$ cat src/rtl/param_metronome.sv
// Phase-accumulator metronome: drift-free beat ticks, bar counting with an accented click,
// a beat-locked LED bounce sweep, debounced tempo keys and a registered BCD tempo readout.
module param_metronome #(
    parameter int unsigned CLK_HZ      = 50000000,
    parameter int unsigned N_LEDS      = 8,
    parameter int unsigned BPM_MIN     = 40,
    parameter int unsigned BPM_MAX     = 240,
    parameter int unsigned BPM_DEFAULT = 120,
    parameter int unsigned CLICK_CYC   = 500000,
    parameter int unsigned ACCENT_CYC  = 1500000,
    parameter int unsigned DB_CYC      = 500000
) (
    input  logic              clock,
    input  logic              reset,
    input  logic              run,
    input  logic              bpm_load,
    input  logic [9:0]        bpm_in,
    input  logic              key_up_n,
    input  logic              key_dn_n,
    input  logic [2:0]        beats_per_bar,
    output logic [9:0]        bpm,
    output logic [3:0]        bcd100,
    output logic [3:0]        bcd10,
    output logic [3:0]        bcd1,
    output logic [N_LEDS-1:0] led,
    output logic              beat,
    output logic [2:0]        beat_idx,
    output logic              speaker
);

    localparam longint unsigned THR       = 64'(60) * 64'(CLK_HZ);
    localparam int unsigned     S         = 2 * (N_LEDS - 1);
    localparam int              ACC_W     = $clog2(THR + 64'(BPM_MAX)) + 1;
    localparam int              SACC_W    = $clog2(THR + 64'(BPM_MAX) * 64'(S)) + 1;
    localparam int              POS_W     = $clog2(S);
    localparam int unsigned     CLICK_MAX = (ACCENT_CYC > CLICK_CYC) ? ACCENT_CYC : CLICK_CYC;
    localparam int              CLICK_W   = (CLICK_MAX > 0) ? $clog2(CLICK_MAX + 1) : 1;
    localparam int unsigned     DB_LAST   = (DB_CYC > 1) ? DB_CYC - 1 : 0;
    localparam int              DB_W      = (DB_LAST > 0) ? $clog2(DB_LAST + 1) : 1;

    localparam logic [ACC_W-1:0]   THR_A     = ACC_W'(THR);
    localparam logic [SACC_W-1:0]  THR_S     = SACC_W'(THR);
    localparam logic [POS_W-1:0]   POS_LAST  = POS_W'(S - 1);
    localparam logic [CLICK_W-1:0] LEN_ACC   = CLICK_W'(ACCENT_CYC);
    localparam logic [CLICK_W-1:0] LEN_CLICK = CLICK_W'(CLICK_CYC);

    // Double-dabble binary to three BCD digits; bpm never exceeds 999.
    function automatic logic [11:0] to_bcd(input logic [9:0] bin);
        logic [11:0] d;
        d = '0;
        for (int i = 9; i >= 0; i--) begin
            if (d[3:0]  >= 4'd5) d[3:0]  = d[3:0]  + 4'd3;
            if (d[7:4]  >= 4'd5) d[7:4]  = d[7:4]  + 4'd3;
            if (d[11:8] >= 4'd5) d[11:8] = d[11:8] + 4'd3;
            d = {d[10:0], bin[i]};
        end
        return d;
    endfunction

    // ---------------------------------------------------------------- keys
    // Index 0 is the up key, index 1 the down key; idle level is 1 (released).
    logic [1:0]           w_keys_raw;
    logic [1:0]           r_sync1;
    logic [1:0]           r_sync2;
    logic [1:0]           r_db_level;
    logic [1:0]           r_db_prev;
    logic [1:0][DB_W-1:0] r_db_cnt;
    logic [1:0]           w_key_fall;

    assign w_keys_raw = {key_dn_n, key_up_n};

    // NOTE: sequential state is always assigned with <= so every flop samples pre-edge values.
    always_ff @(posedge clock) begin
        if (!reset) begin
            r_sync1    <= 2'b11;
            r_sync2    <= 2'b11;
            r_db_level <= 2'b11;
            r_db_prev  <= 2'b11;
            r_db_cnt   <= '0;
        end else begin
            r_sync1   <= w_keys_raw;
            r_sync2   <= r_sync1;
            r_db_prev <= r_db_level;
            for (int k = 0; k < 2; k++) begin
                if (r_sync2[k] == r_db_level[k]) begin
                    r_db_cnt[k] <= '0;
                end else if (r_db_cnt[k] == DB_W'(DB_LAST)) begin
                    r_db_level[k] <= r_sync2[k];
                    r_db_cnt[k]   <= '0;
                end else begin
                    r_db_cnt[k] <= r_db_cnt[k] + 1'b1;
                end
            end
        end
    end

    assign w_key_fall = r_db_prev & ~r_db_level;

    // --------------------------------------------------------------- tempo
    logic [9:0]  r_bpm;
    logic [9:0]  w_bpm_clamped;
    logic [11:0] r_bcd;

    // NOTE: every always_comb output gets a default first so no latch is inferred.
    always_comb begin
        w_bpm_clamped = bpm_in;
        if (bpm_in < 10'(BPM_MIN)) begin
            w_bpm_clamped = 10'(BPM_MIN);
        end else if (bpm_in > 10'(BPM_MAX)) begin
            w_bpm_clamped = 10'(BPM_MAX);
        end
    end

    always_ff @(posedge clock) begin
        if (!reset) begin
            r_bpm <= 10'(BPM_DEFAULT);
        end else if (bpm_load) begin
            r_bpm <= w_bpm_clamped;
        end else if (w_key_fall == 2'b01) begin
            if (r_bpm < 10'(BPM_MAX)) r_bpm <= r_bpm + 10'd1;
        end else if (w_key_fall == 2'b10) begin
            if (r_bpm > 10'(BPM_MIN)) r_bpm <= r_bpm - 10'd1;
        end
    end

    always_ff @(posedge clock) begin
        if (!reset) begin
            r_bcd <= to_bcd(10'(BPM_DEFAULT));
        end else begin
            r_bcd <= to_bcd(r_bpm);
        end
    end

    // ------------------------------------------------- beat, bar, click, sweep
    logic                 r_run_q;
    logic                 r_beat;
    logic [ACC_W-1:0]     r_acc;
    logic [SACC_W-1:0]    r_sacc;
    logic [POS_W-1:0]     r_pos;
    logic [2:0]           r_idx;
    logic [CLICK_W-1:0]   r_click;

    logic [ACC_W-1:0]     w_acc_sum;
    logic                 w_acc_ovf;
    logic [SACC_W-1:0]    w_sweep_inc;
    logic [SACC_W-1:0]    w_sacc_sum;
    logic                 w_sacc_ovf;
    logic                 w_start;
    logic                 w_beat;
    logic [2:0]           w_bar_len;
    logic [3:0]           w_idx_inc;
    logic [2:0]           w_idx_next;

    assign w_acc_sum   = r_acc + ACC_W'(r_bpm);
    assign w_acc_ovf   = (w_acc_sum >= THR_A);
    assign w_sweep_inc = SACC_W'(r_bpm) * SACC_W'(S);
    assign w_sacc_sum  = r_sacc + w_sweep_inc;
    assign w_sacc_ovf  = (w_sacc_sum >= THR_S);
    assign w_start     = run & ~r_run_q;
    assign w_beat      = run & (w_start | w_acc_ovf);
    assign w_bar_len   = (beats_per_bar == 3'd0) ? 3'd1 : beats_per_bar;
    assign w_idx_inc   = {1'b0, r_idx} + 4'd1;
    // The start beat always opens a new bar.
    assign w_idx_next  = (w_start || (w_idx_inc >= {1'b0, w_bar_len})) ? 3'd0 : w_idx_inc[2:0];

    always_ff @(posedge clock) begin
        if (!reset || !run) begin
            r_run_q <= 1'b0;
            r_beat  <= 1'b0;
            r_acc   <= '0;
            r_sacc  <= '0;
            r_pos   <= '0;
            r_idx   <= '0;
            r_click <= '0;
        end else begin
            r_run_q <= 1'b1;
            r_beat  <= w_beat;

            if (w_start) begin
                r_acc <= '0;
            end else if (w_acc_ovf) begin
                r_acc <= w_acc_sum - THR_A;
            end else begin
                r_acc <= w_acc_sum;
            end

            // A beat re-aligns the sweep and (re)starts the click.
            if (w_beat) begin
                r_idx   <= w_idx_next;
                r_click <= (w_idx_next == 3'd0) ? LEN_ACC : LEN_CLICK;
                r_pos   <= '0;
                r_sacc  <= '0;
            end else begin
                if (r_click != '0) r_click <= r_click - 1'b1;
                if (w_sacc_ovf) begin
                    r_sacc <= w_sacc_sum - THR_S;
                    r_pos  <= (r_pos == POS_LAST) ? '0 : r_pos + 1'b1;
                end else begin
                    r_sacc <= w_sacc_sum;
                end
            end
        end
    end

    // Positions 0..N-1 walk up the LEDs, N..S-1 walk back down towards LED 1.
    logic [31:0] w_led_sel;

    always_comb begin
        w_led_sel = 32'(r_pos);
        if (w_led_sel >= N_LEDS) w_led_sel = S - w_led_sel;
    end

    assign led      = N_LEDS'(1) << w_led_sel;
    assign bpm      = r_bpm;
    assign bcd100   = r_bcd[11:8];
    assign bcd10    = r_bcd[7:4];
    assign bcd1     = r_bcd[3:0];
    assign beat     = r_beat;
    assign beat_idx = r_idx;
    assign speaker  = (r_click != '0);

endmodule

$ cat config.mk
export PLATFORM = sky130hd
export DESIGN_NAME = param_metronome
export DESIGN_NICKNAME = d
export VERILOG_FILES = /design/src/rtl/param_metronome.sv
export SDC_FILE = /design/constraint.sdc
export NUM_CORES = 1
export LEC_CHECK = 0
export CAP_MARGIN = 20
export CORE_MARGIN = 2
export CORE_UTILIZATION = 35
export CTS_CLUSTER_SIZE = 12
export DETAILED_ROUTE_END_ITERATION = 16
export GPL_ROUTABILITY_DRIVEN = 0
export SYNTH_ARGS = -nofsm -noshare
export SYNTH_HDL_FRONTEND = slang
export SYNTH_SLANG_ARGS = --single-unit
$ cat constraint.sdc
create_clock -name clock -period 9.4 [get_ports clock]
set_input_delay 0.94 -clock clock [delete_from_list [all_inputs] [get_ports clock]]
set_output_delay 0.94 -clock clock [all_outputs]
set_load 0.1 [all_outputs]
==> results.tsv <==
metric	value	unit
status	completed	
Post-synth EDFFs	0	
area delta synth->final	11.7	%
All-Layer GR Usage	0.167	
post-synthesis sequential area ratio	0.249	
CP Data Arrival Time	7.56	ns
Initial Util	0.357	
Comb power frac	0.359	
Antenna Cells	0	
worst-margin pin slew	1.10	ns
WHS	0.409	ns
layout cell share with drive strength beyond 1	0.0624	
postcts setup bufs	0	
drt pass-1 iters	5	
initial antenna violation count	0	
Avg WL per Cell	15.1	um
Setup crit end kind	flip-flop	
RSZ-0062 raised after global routing	no	
nets	1795	
number of buffers created by CTS	17	
Die X	198	um
clock network fraction of design power	0.321	
RR Startpoint	bpm[1]	
Req. time, crit path	9.70	ns
Critical Path Start Type	flip-flop	
setup TNS	0	ns
Syn Nets	1777	
clk_lat worst skew	0.45	ns
Clock Sinks	163	
HPWL after DPL	23.6	mm
synthesized flop and latch total	163	
minimum clock period	7.26	ns
ANT nets after route	0	
routed vias/inst	5.64	
Crit Path Category	flip-flop to flip-flop	
H-tree depth	4	
worst hold start	r_sync1[1]	
asr flop ratio synth	0	
internal power	1420	uW
Distinct cells, synth	105	
CTS Root Cell	clkbuf_16	
Final Setup Violations	0	
Syn Area/Cell	7.87	um^2
IO Pins	54	
Fillers	3686	
buffers from clock root to sink, at most	2	
top_reg_cell synth	dfxtp_1	
FP Rows	70	
slew margin rel.	0.266	
hold buffer count at cts	0	
gr ovfl total	0	
peak supply drop	0.0993	mV
Sw Ratio	0.388	
Psw	900	uW
worst hold path type	flip-flop to flip-flop	
largest net degree at the start of global routing	42	
CP Max Fanout	14	
final hold violation count	0	
die height	198	um
register area	0.00326	mm^2
cells after synthesis	1667	
fmax	138	MHz
max-cap violation count	0	
Syn. warnings	0	
Lkg Pwr	0.00552	uW
Placement Setup Slack	2.26	ns
port buffer count	53	
vias post-DR	12200	
Final Max Slew Viols	0	
worst r2r path cells	26	
core box area	0.0368	mm^2
DRC violations left	0	
global-route wire length before repair	54.6	mm
Multi-input gate area	0.00934	mm^2
vias in the first global route	11400	
hold path cells	1	
CTS tree	yes	
Final WS setup	2.14	ns
die area	0.0390	mm^2
clk slew on worst S/H paths	0.07	ns
Mapped Area	0.0131	mm^2
Reg2Reg Setup Slack	2.14	ns
Critical R2R Capture	r_sacc[22]	
Worst Skew	0.0129	ns
DRT iter0 DRCs	658	
Hold Crit Endpoint	r_sync2[1]	
PostCTS Resize Cnt	0	
crit share post-route	0.772	
power per cell area	158	mW/mm^2
WL final	32.7	mm
sequential share of power	0.320	
-- per-layer routing --
| layer | track usage | wire length (um) |
|---|---|---|
| met2 | 0.277 | 14900 |
| met5 | 0 | 0 |
| met3 | 0.0306 | 1430 |
| met1 | 0.222 | 15800 |
| met4 | 0.0471 | 442 |
-- per-stage QoR --
step | util | instance area (um^2) | total power (uW) | std cells
detailed placement | 0.382 | 14000 | 1580 | 2134
CTS | 0.398 | 14600 | 2340 | 2166
global placement | 0.382 | 14000 | 1570 | 2134
floorplan | - | 13100 | 1420 | 1667
finish | 0.398 | 14600 | 2320 | 2166
global route | 0.398 | 14600 | 2450 | 2166
-- synthesized netlist by cell type (15+ instances only) --
master,instances,area share
nor2_1,211,0.060
dfxtp_1,163,0.25
nand2_1,122,0.035
xnor2_1,100,0.067
a21oi_1,86,0.033
ha_1,78,0.074
o21ai_0,74,0.028
inv_1,59,0.017
xor2_1,59,0.039
nand3_1,57,0.022
nor3_1,57,0.022
clkbuf_1,44,0.013
and3_1,32,0.015
and2_1,28,0.013
nand4_1,28,0.013
a21o_1,24,0.014
o211ai_1,24,0.014
nand2b_1,23,0.011
a211oi_1,22,0.013
a31oi_1,21,0.010
buf_2,18,0.0069
nor4_1,18,0.0086
o21bai_1,17,0.0097
or3_1,17,0.0081
nor2b_1,16,0.0076
o21a_1,15,0.0086
-- worst max path at each step --
stage                     startpoint    endpoint  slack, ns  cells after the start
after floorplan               bpm[8]    r_bcd[8]       2.24                     29
after global placement        bpm[1]  r_sacc[22]       2.54                     26
after detailed placement      bpm[1]  r_sacc[22]       2.26                     26
after CTS                     bpm[1]  r_sacc[22]       2.22                     26
after global routing          bpm[1]  r_sacc[17]       1.59                     26
final                         bpm[1]  r_sacc[22]       2.14                     26
-- layout by cell type (no fill, tap or decap), drive strengths merged, types with 28 or more instances in the layout --
| cell type | instances |
|---|---|
| xor2 | 59 |
| dfxtp | 163 |
| a21oi | 89 |
| nor2 | 211 |
| inv | 70 |
| xnor2 | 100 |
| nand2 | 124 |
| and2 | 28 |
| nand3 | 57 |
| nand4 | 29 |
| nor3 | 58 |
| ha | 78 |
| and3 | 32 |
| clkdlybuf4s50 | 53 |
| o21ai | 84 |
| o211ai | 28 |
-- power by group through the flow --
stage          sequential [uW]  combinational (uW)  clock, uW
2_1_floorplan              886                 529          0
3_3_place_gp               758                 816          0
3_5_place_dp               759                 825          0
4_1_cts                    743                 830        765
5_1_grt                    746                 915        791
6_report                   742                 833        743
-- cell families (layout without fill, tap and decap cells) --
logic type | after synthesis | in the layout | synth area share
compound gates | 445 | 445 | 0.243
xor+xnor | 159 | 159 | 0.106
fa+ha+maj | 91 | 91 | 0.0943
buf+inv | 128 | 159 | 0.0393
flops | 163 | 163 | 0.249
mux | 20 | 20 | 0.0160
simple gates | 661 | 661 | 0.252
-- state kept, by name, indices dropped and copies added, names as in the netlist --
register and count:
beat_idx 3, r_db_cnt 38, r_click 21, r_sync1 2
beat 1, r_acc 33, r_sacc 32, r_db_prev 2
r_db_level 2, r_run_q 1, r_bcd 12, r_sync2 2
bpm 10, r_pos 4
-- cell type report --
class                      instances  share of cell area
clock buffer                      17              0.0290
clock inverter                    15              0.0129
inverter                          63              0.0161
multi-input combinational       1376               0.637
sequential                       163               0.223
tap                              468              0.0400
timing repair buffer              64              0.0419
-- worst max-delay path, stage by stage (launching register included) --
cell and delay (ns):
dfxtp_1 0.76, fa_1 0.54, ha_1 0.22, fa_1 0.41, a21oi_1 0.17, nor2_1 0.05
nor2_1 0.14, o21bai_1 0.08, a21oi_1 0.21, o21bai_1 0.09, a21oi_1 0.23, nor2b_1 0.07
o21ai_0 0.15, nand2b_1 0.09, ha_1 0.35, a21o_1 0.21, a2111o_1 0.42, o21a_1 0.21
o21ai_1 0.56, nor3_1 0.17, xor2_1 0.41, o2111ai_1 0.21, o21ai_1 0.64, buf_4 0.33
o21ai_0 0.13, xnor2_1 0.18, nor2_1 0.05
No activity file was read; power rests on OpenSTA's default activity.
